### src/rtl/pipe_hazard_unit_if.sv
// Decode-stage hazard handshake between the decode/issue logic and the hazard unit.
// The forwarding-select width tracks the number of memory stages.
interface pipe_hazard_unit_if #(
  parameter int unsigned MEM_LAT = 1,
  parameter int unsigned RW      = 5
);
  localparam int unsigned FW = $clog2(MEM_LAT + 3);

  logic          d_valid;
  logic [RW-1:0] d_rs;
  logic [RW-1:0] d_rt;
  logic          d_use_rs;
  logic          d_use_rt;
  logic          d_wreg;
  logic          d_m2reg;
  logic [RW-1:0] d_rn;
  logic          d_redirect;

  logic          wpcir;
  logic          e_bubble;
  logic          flush_f;
  logic [FW-1:0] fwda;
  logic [FW-1:0] fwdb;
  logic [15:0]   stall_cnt;

  modport master (
    output d_valid, d_rs, d_rt, d_use_rs, d_use_rt, d_wreg, d_m2reg, d_rn, d_redirect,
    input  wpcir, e_bubble, flush_f, fwda, fwdb, stall_cnt
  );

  modport slave (
    input  d_valid, d_rs, d_rt, d_use_rs, d_use_rt, d_wreg, d_m2reg, d_rn, d_redirect,
    output wpcir, e_bubble, flush_f, fwda, fwdb, stall_cnt
  );
endinterface

### src/rtl/pipe_hazard_unit.sv
// Pipeline hazard unit: tracks in-flight producers E..W and decides stall,
// bubble, IF flush and per-source forwarding for the instruction in decode.
module pipe_hazard_unit #(
  parameter int unsigned MEM_LAT = 1,
  parameter bit          FWD_EN  = 1'b1,
  parameter int unsigned RW      = 5
) (
  input logic              clock,
  input logic              resetn,
  pipe_hazard_unit_if.slave hz
);
  localparam int unsigned DEPTH = MEM_LAT + 2;
  localparam int unsigned FW    = $clog2(DEPTH + 1);
  localparam logic [FW-1:0] LastMem = FW'(MEM_LAT);

  logic [DEPTH-1:0] vld_q, wreg_q, m2reg_q;
  logic [RW-1:0]    rn_q [DEPTH];
  logic [15:0]      stall_cnt_q;

  logic [1:0]    use_s;
  logic [RW-1:0] src_s [2];
  logic [1:0]    hit, hit_load, blk;
  logic [FW-1:0] idx [2];
  logic [FW-1:0] fwd [2];
  logic          wpcir, issue;

  assign use_s    = {hz.d_use_rt, hz.d_use_rs};
  assign src_s[0] = hz.d_rs;
  assign src_s[1] = hz.d_rt;

  // Scan oldest to youngest so the youngest matching producer wins.
  always_comb begin
    for (int s = 0; s < 2; s++) begin
      hit[s]      = 1'b0;
      hit_load[s] = 1'b0;
      idx[s]      = '0;
      for (int i = int'(DEPTH) - 1; i >= 0; i--) begin
        if (use_s[s] && vld_q[i] && wreg_q[i] && (rn_q[i] != '0) && (rn_q[i] == src_s[s])) begin
          hit[s]      = 1'b1;
          hit_load[s] = m2reg_q[i];
          idx[s]      = FW'(i);
        end
      end
      if (FWD_EN) begin
        blk[s] = hit[s] && hit_load[s] && (idx[s] < LastMem);
        fwd[s] = hit[s] ? idx[s] + 1'b1 : '0;
      end else begin
        // Without bypass only a W-stage producer is safe: the register file writes first.
        blk[s] = hit[s] && (idx[s] <= LastMem);
        fwd[s] = '0;
      end
    end
  end

  assign wpcir = !(hz.d_valid && (|blk));
  assign issue = hz.d_valid && wpcir;

  assign hz.wpcir     = wpcir;
  assign hz.e_bubble  = !issue;
  assign hz.flush_f   = hz.d_redirect && wpcir;
  assign hz.fwda      = fwd[0];
  assign hz.fwdb      = fwd[1];
  assign hz.stall_cnt = stall_cnt_q;

  always_ff @(posedge clock or negedge resetn) begin
    if (!resetn) begin
      vld_q   <= '0;
      wreg_q  <= '0;
      m2reg_q <= '0;
      for (int i = 0; i < int'(DEPTH); i++) begin
        rn_q[i] <= '0;
      end
    end else begin
      vld_q   <= {vld_q[DEPTH-2:0], issue};
      wreg_q  <= {wreg_q[DEPTH-2:0], issue && hz.d_wreg};
      m2reg_q <= {m2reg_q[DEPTH-2:0], issue && hz.d_m2reg};
      rn_q[0] <= issue ? hz.d_rn : '0;
      for (int i = 1; i < int'(DEPTH); i++) begin
        rn_q[i] <= rn_q[i-1];
      end
    end
  end

  always_ff @(posedge clock or negedge resetn) begin
    if (!resetn) begin
      stall_cnt_q <= '0;
    end else if (!wpcir && (stall_cnt_q != 16'hFFFF)) begin
      stall_cnt_q <= stall_cnt_q + 16'd1;
    end
  end
endmodule

### src/flat_wrapper.sv
// flat-port wrapper written by rule: the top's interface ports become plain ports
module pipe_hazard_unit_flat 
#(
  parameter int unsigned MEM_LAT = 1,
  parameter bit          FWD_EN  = 1'b1,
  parameter int unsigned RW      = 5
)
  (clock, resetn, hz_d_valid, hz_d_rs, hz_d_rt, hz_d_use_rs, hz_d_use_rt, hz_d_wreg, hz_d_m2reg, hz_d_rn, hz_d_redirect, hz_wpcir, hz_e_bubble, hz_flush_f, hz_fwda, hz_fwdb, hz_stall_cnt);
  pipe_hazard_unit_if #(.MEM_LAT(MEM_LAT), .RW(RW)) hz_i ();
  input logic clock;
  input logic resetn;
  input wire logic [$bits(hz_i.d_valid)-1:0] hz_d_valid;
  input wire logic [$bits(hz_i.d_rs)-1:0] hz_d_rs;
  input wire logic [$bits(hz_i.d_rt)-1:0] hz_d_rt;
  input wire logic [$bits(hz_i.d_use_rs)-1:0] hz_d_use_rs;
  input wire logic [$bits(hz_i.d_use_rt)-1:0] hz_d_use_rt;
  input wire logic [$bits(hz_i.d_wreg)-1:0] hz_d_wreg;
  input wire logic [$bits(hz_i.d_m2reg)-1:0] hz_d_m2reg;
  input wire logic [$bits(hz_i.d_rn)-1:0] hz_d_rn;
  input wire logic [$bits(hz_i.d_redirect)-1:0] hz_d_redirect;
  output wire logic [$bits(hz_i.wpcir)-1:0] hz_wpcir;
  output wire logic [$bits(hz_i.e_bubble)-1:0] hz_e_bubble;
  output wire logic [$bits(hz_i.flush_f)-1:0] hz_flush_f;
  output wire logic [$bits(hz_i.fwda)-1:0] hz_fwda;
  output wire logic [$bits(hz_i.fwdb)-1:0] hz_fwdb;
  output wire logic [$bits(hz_i.stall_cnt)-1:0] hz_stall_cnt;
  assign hz_i.d_valid = hz_d_valid;
  assign hz_i.d_rs = hz_d_rs;
  assign hz_i.d_rt = hz_d_rt;
  assign hz_i.d_use_rs = hz_d_use_rs;
  assign hz_i.d_use_rt = hz_d_use_rt;
  assign hz_i.d_wreg = hz_d_wreg;
  assign hz_i.d_m2reg = hz_d_m2reg;
  assign hz_i.d_rn = hz_d_rn;
  assign hz_i.d_redirect = hz_d_redirect;
  assign hz_wpcir = hz_i.wpcir;
  assign hz_e_bubble = hz_i.e_bubble;
  assign hz_flush_f = hz_i.flush_f;
  assign hz_fwda = hz_i.fwda;
  assign hz_fwdb = hz_i.fwdb;
  assign hz_stall_cnt = hz_i.stall_cnt;
  pipe_hazard_unit #(.MEM_LAT(MEM_LAT), .FWD_EN(FWD_EN), .RW(RW)) u_core (.clock(clock), .resetn(resetn), .hz(hz_i));
endmodule
### config.mk
export PLATFORM = sky130hd
export DESIGN_NAME = pipe_hazard_unit_flat
export DESIGN_NICKNAME = d
export VERILOG_FILES = /design/src/rtl/pipe_hazard_unit_if.sv /design/src/rtl/pipe_hazard_unit.sv /design/src/flat_wrapper.sv
export SDC_FILE = /design/constraint.sdc
export NUM_CORES = 1
export LEC_CHECK = 0
export BUFFER_PORTS_ARGS = -buffer_cell sky130_fd_sc_hd__buf_2
export CAP_MARGIN = 25
export CORE_MARGIN = 2
export CORE_UTILIZATION = 49
export CTS_CLUSTER_DIAMETER = 40
export DETAILED_ROUTE_END_ITERATION = 10
export PLACE_DENSITY = 0.76
export SYNTH_ARGS = -nofsm -noshare
export SYNTH_HDL_FRONTEND = slang
export SYNTH_SLANG_ARGS = --single-unit
### constraint.sdc
create_clock -name clock -period 2.6 [get_ports clock]
set_clock_uncertainty 0.1 [all_clocks]
set_input_delay 0.26 -clock clock [delete_from_list [all_inputs] [get_ports clock]]
set_output_delay 0.26 -clock clock [all_outputs]
set_load 0.02 [all_outputs]
==> impl_metrics.toml <==
[critical_path]
worstReg2RegEnd = "u_core.hz.stall_cnt[1]"
path_max_fanout = 4
worstReg2RegStart = "u_core.rn_q[9]"
cp_data_required_time_ns = 2.24
crit_path_start_kind = "register"
timing.setup.critical_path_class = "register to primary output"
ff2ff_setup_slack_ns = -0.41
worstPathArrival_ns = 2.77
timing.critical_path.to_type = "primary output"
timing.reg2reg.worst_path_depth = 12
timing.critical_path.from = "u_core.rn_q[9]"

[yosys]
syn_area_um2 = 2110
synth_edf_count = 0
postSynthRegisterBits = 40
yosys.cell_count.top_type = "sky130_fd_sc_hd__dfrtp_1"
synth.distinct_cells = 32
sequential_element_share_of_the_synthesized_area_pct = 47.5
syn-num-nets = 225
post_synth.cell_area_avg_um2 = 10.6
synthCells = 199
synth.cells.most_frequent = "sky130_fd_sc_hd__dfrtp_1 (40), sky130_fd_sc_hd__xor2_1 (32), sky130_fd_sc_hd__nand2_1 (21)"
netlist_top_cells_area = "sky130_fd_sc_hd__dfrtp_1 (47%), sky130_fd_sc_hd__xor2_1 (13%), sky130_fd_sc_hd__xnor2_1 (4.6%)"
post-synth-top-area-cell = "sky130_fd_sc_hd__dfrtp_1"
synth_top_area_share_pct = 47.5
synth-main-ff-cell = "sky130_fd_sc_hd__dfrtp_1"
ys.warnings.count = 0
async_reset_ff_share_pct = 100

[layout]
multi_input_area_um2 = 1250
layoutNonFillerInstCount = 345
area.growth.synth_to_final_pct = 46.6
fill_cells = 271
antenna-diode-count = 0
regArea_um2 = 1000
share_of_post_route_cells_with_drive_strength_above_1_pct = 44.7
final_nets = 320

[sta]
final_critical_path_setup_slack_ns = -0.527
rsz0062_at_grt = "yes"
period_utilization_post_route_pct = 120
setup-tns-final_ns = -7.68
max-slew-margin-rel_pct = 43.6
maxSlewViolCount = 0
fmaxAchievable_mhz = 320
final_period_minus_worst_setup_slack_ns = 3.13
setup_viol = 27
worst-slew-pin-transition_ns = 0.845
finalHoldViolCount = 0

[detailed_routing]
detail_route.first_pass.iterations = 4
detail_route.vias_per_cell = 5.33
initialDrtViolationCount = 93
remaining_antenna_violation_count_after_routing = 0
avgRoutedWirePerCell_um = 15.9
vias = 1840
remaining_drc_errors = 0
routed_wirelength_mm = 5.47

[min_path]
timing.hold.worst_path_depth = 2
min_from = "hz_d_rn[4]"
hold_path.class = "primary input to register"
worstHoldEndpoint = "u_core.rn_q[14]"

[status]
failing_checks = "setup timing"
run_status = "complete, but fails checks"

[global_route]
grt_overflow_total = 0
grt_antenna_before_repair = 0
grt.total_usage_pct = 23.7
grt_first_pass_wirelength_mm = 8.89
grt_pass1_vias = 1943
grt_max_degree = 41

[cts]
clkLatencyLatePin_ns = 0.29
clk_pin_slew_worst_paths_ns = 0.08
tritoncts = "built"
clock_tree.buffer_depth = 2
clockRootBuffer = "sky130_fd_sc_hd__clkbuf_8"
cts-htree-levels = 2
cts_num_sinks = 40
tritoncts_buffers = 5

[floorplan]
design.core.area_um2 = 4060
start_util_pct = 52.0
fp-row-count = 23
die-width_um = 69.6
io-pin-count = 46
fp.dieH_um = 69.6
fp.dieArea_um2 = 4840

[placed_design]
numPlacedInstances = 325
routabilityCongestion = 0.886
buffer_ports.inserted = 45
place.detailed.hpwl_mm = 3.95

[power]
post-layout-total-power_uw = 1250
leakage_uw = 0.00165
worst_ir_drop_on_vdd_uv = 339
power_density_nw_per_um2 = 403

[job]
cap_viol_max_count = 0
through the flow:
stage                     worst slack (ns)  hold WS [ns]  util (%)  instance area (um^2)
after floorplan                     -0.170        -0.136         -                  2200
after global placement              -0.259         0.260      67.4                  2740
after detailed placement            -0.363         0.262      67.4                  2740
after CTS                           -0.454        0.0953      74.3                  3010
after global routing                -0.580         0.108      76.2                  3090
final                               -0.527         0.103      76.2                  3090
timing repair:
action,in CTS,in global routing
cloned,0,1
hold endpoints to repair,25,0
hold buffers,1,0
setup endpoints to repair,26,28
pin swaps,7,7
gates resized for setup,23,7
buffers inserted,7,3
logic make-up (layout without fill, tap and decap cells):
family | count (synthesis) | in the layout | synth area share (%)
fa+ha+maj | 3 | 3 | 1.78
xor+xnor | 43 | 43 | 17.9
flops | 40 | 40 | 47.5
buf+inv | 10 | 106 | 2.31
compound gates | 11 | 11 | 5.34
mux | 3 | 3 | 1.78
simple gates | 89 | 89 | 23.4
state kept, by name, indices dropped and copies added, names as in the netlist:
register and cells:
u_core.hz.stall_cnt 16, u_core.rn_q 15, u_core.m2reg_q 3, u_core.vld_q 3
u_core.wreg_q 3
final cells by class:
type | count | area share, %
clock buffers | 6 | 2.67
clock inverters | 2 | 0.324
inverters | 6 | 0.729
multi-input cells | 149 | 40.6
flip-flops and latches | 40 | 32.4
well taps | 50 | 2.02
repair buffers | 92 | 21.3
placed cells by master, fill, tap and decap left out, types with 3 or more instances in the layout:
master                     Yosys  layout
sky130_fd_sc_hd__inv_1         6       5
sky130_fd_sc_hd__buf_2         0      40
sky130_fd_sc_hd__dfrtp_1      40      40
sky130_fd_sc_hd__nand4_1       5       5
sky130_fd_sc_hd__buf_4         1      42
sky130_fd_sc_hd__nand3_1      10      10
sky130_fd_sc_hd__nand2b_4      0       3
sky130_fd_sc_hd__clkbuf_8      0       6
sky130_fd_sc_hd__and3_1       11      11
sky130_fd_sc_hd__nand2_1      21      21
sky130_fd_sc_hd__nor4_4        0       5
sky130_fd_sc_hd__nor2_1        7       5
sky130_fd_sc_hd__buf_6         1       6
sky130_fd_sc_hd__xnor2_1      11      11
sky130_fd_sc_hd__nor4_1        8       6
sky130_fd_sc_hd__nor3_2        0       7
sky130_fd_sc_hd__xor2_1       32      32
where the power goes:
group | switching, uW | leakage [uW] | internal, uW
combinational | 82.8 | 0.00107 | 80.6
clock | 212 | 0.0000510 | 212
sequential | 17.3 | 0.000529 | 641
total | 312 | 0.00165 | 933
worst max path at each step:
stage / to / cells after the start / slack [ns]
2_1_floorplan: hz_flush_f / 10 / -0.17
3_3_place_gp: hz_flush_f / 11 / -0.26
3_5_place_dp: hz_flush_f / 11 / -0.36
4_1_cts: hz_flush_f / 11 / -0.45
5_1_grt: hz_flush_f / 10 / -0.58
6_report: hz_flush_f / 10 / -0.53
critical path: stages, from the launching register on:
cell and delay, ns:
sky130_fd_sc_hd__dfrtp_1 0.39, sky130_fd_sc_hd__buf_4 0.14, sky130_fd_sc_hd__xnor2_1 0.14, sky130_fd_sc_hd__nand4_1 0.15
sky130_fd_sc_hd__or3_2 0.50, sky130_fd_sc_hd__buf_4 0.15, sky130_fd_sc_hd__a311o_2 0.37, sky130_fd_sc_hd__a22oi_4 0.22
sky130_fd_sc_hd__nand2b_4 0.17, sky130_fd_sc_hd__and2_4 0.14, sky130_fd_sc_hd__buf_6 0.11
metal layers:
layer / global-route usage [%] / vias to the layer above / part of all wire, %
met5: 0 / - / 0
li1: - / 885 / -
met2: 42.0 / 57 / 53
met3: 4.07 / 13 / 4.2
met1: 27.7 / 885 / 40
met4: 11.1 / 0 / 2.4
Note: power is estimated with default switching activity, not from simulation.
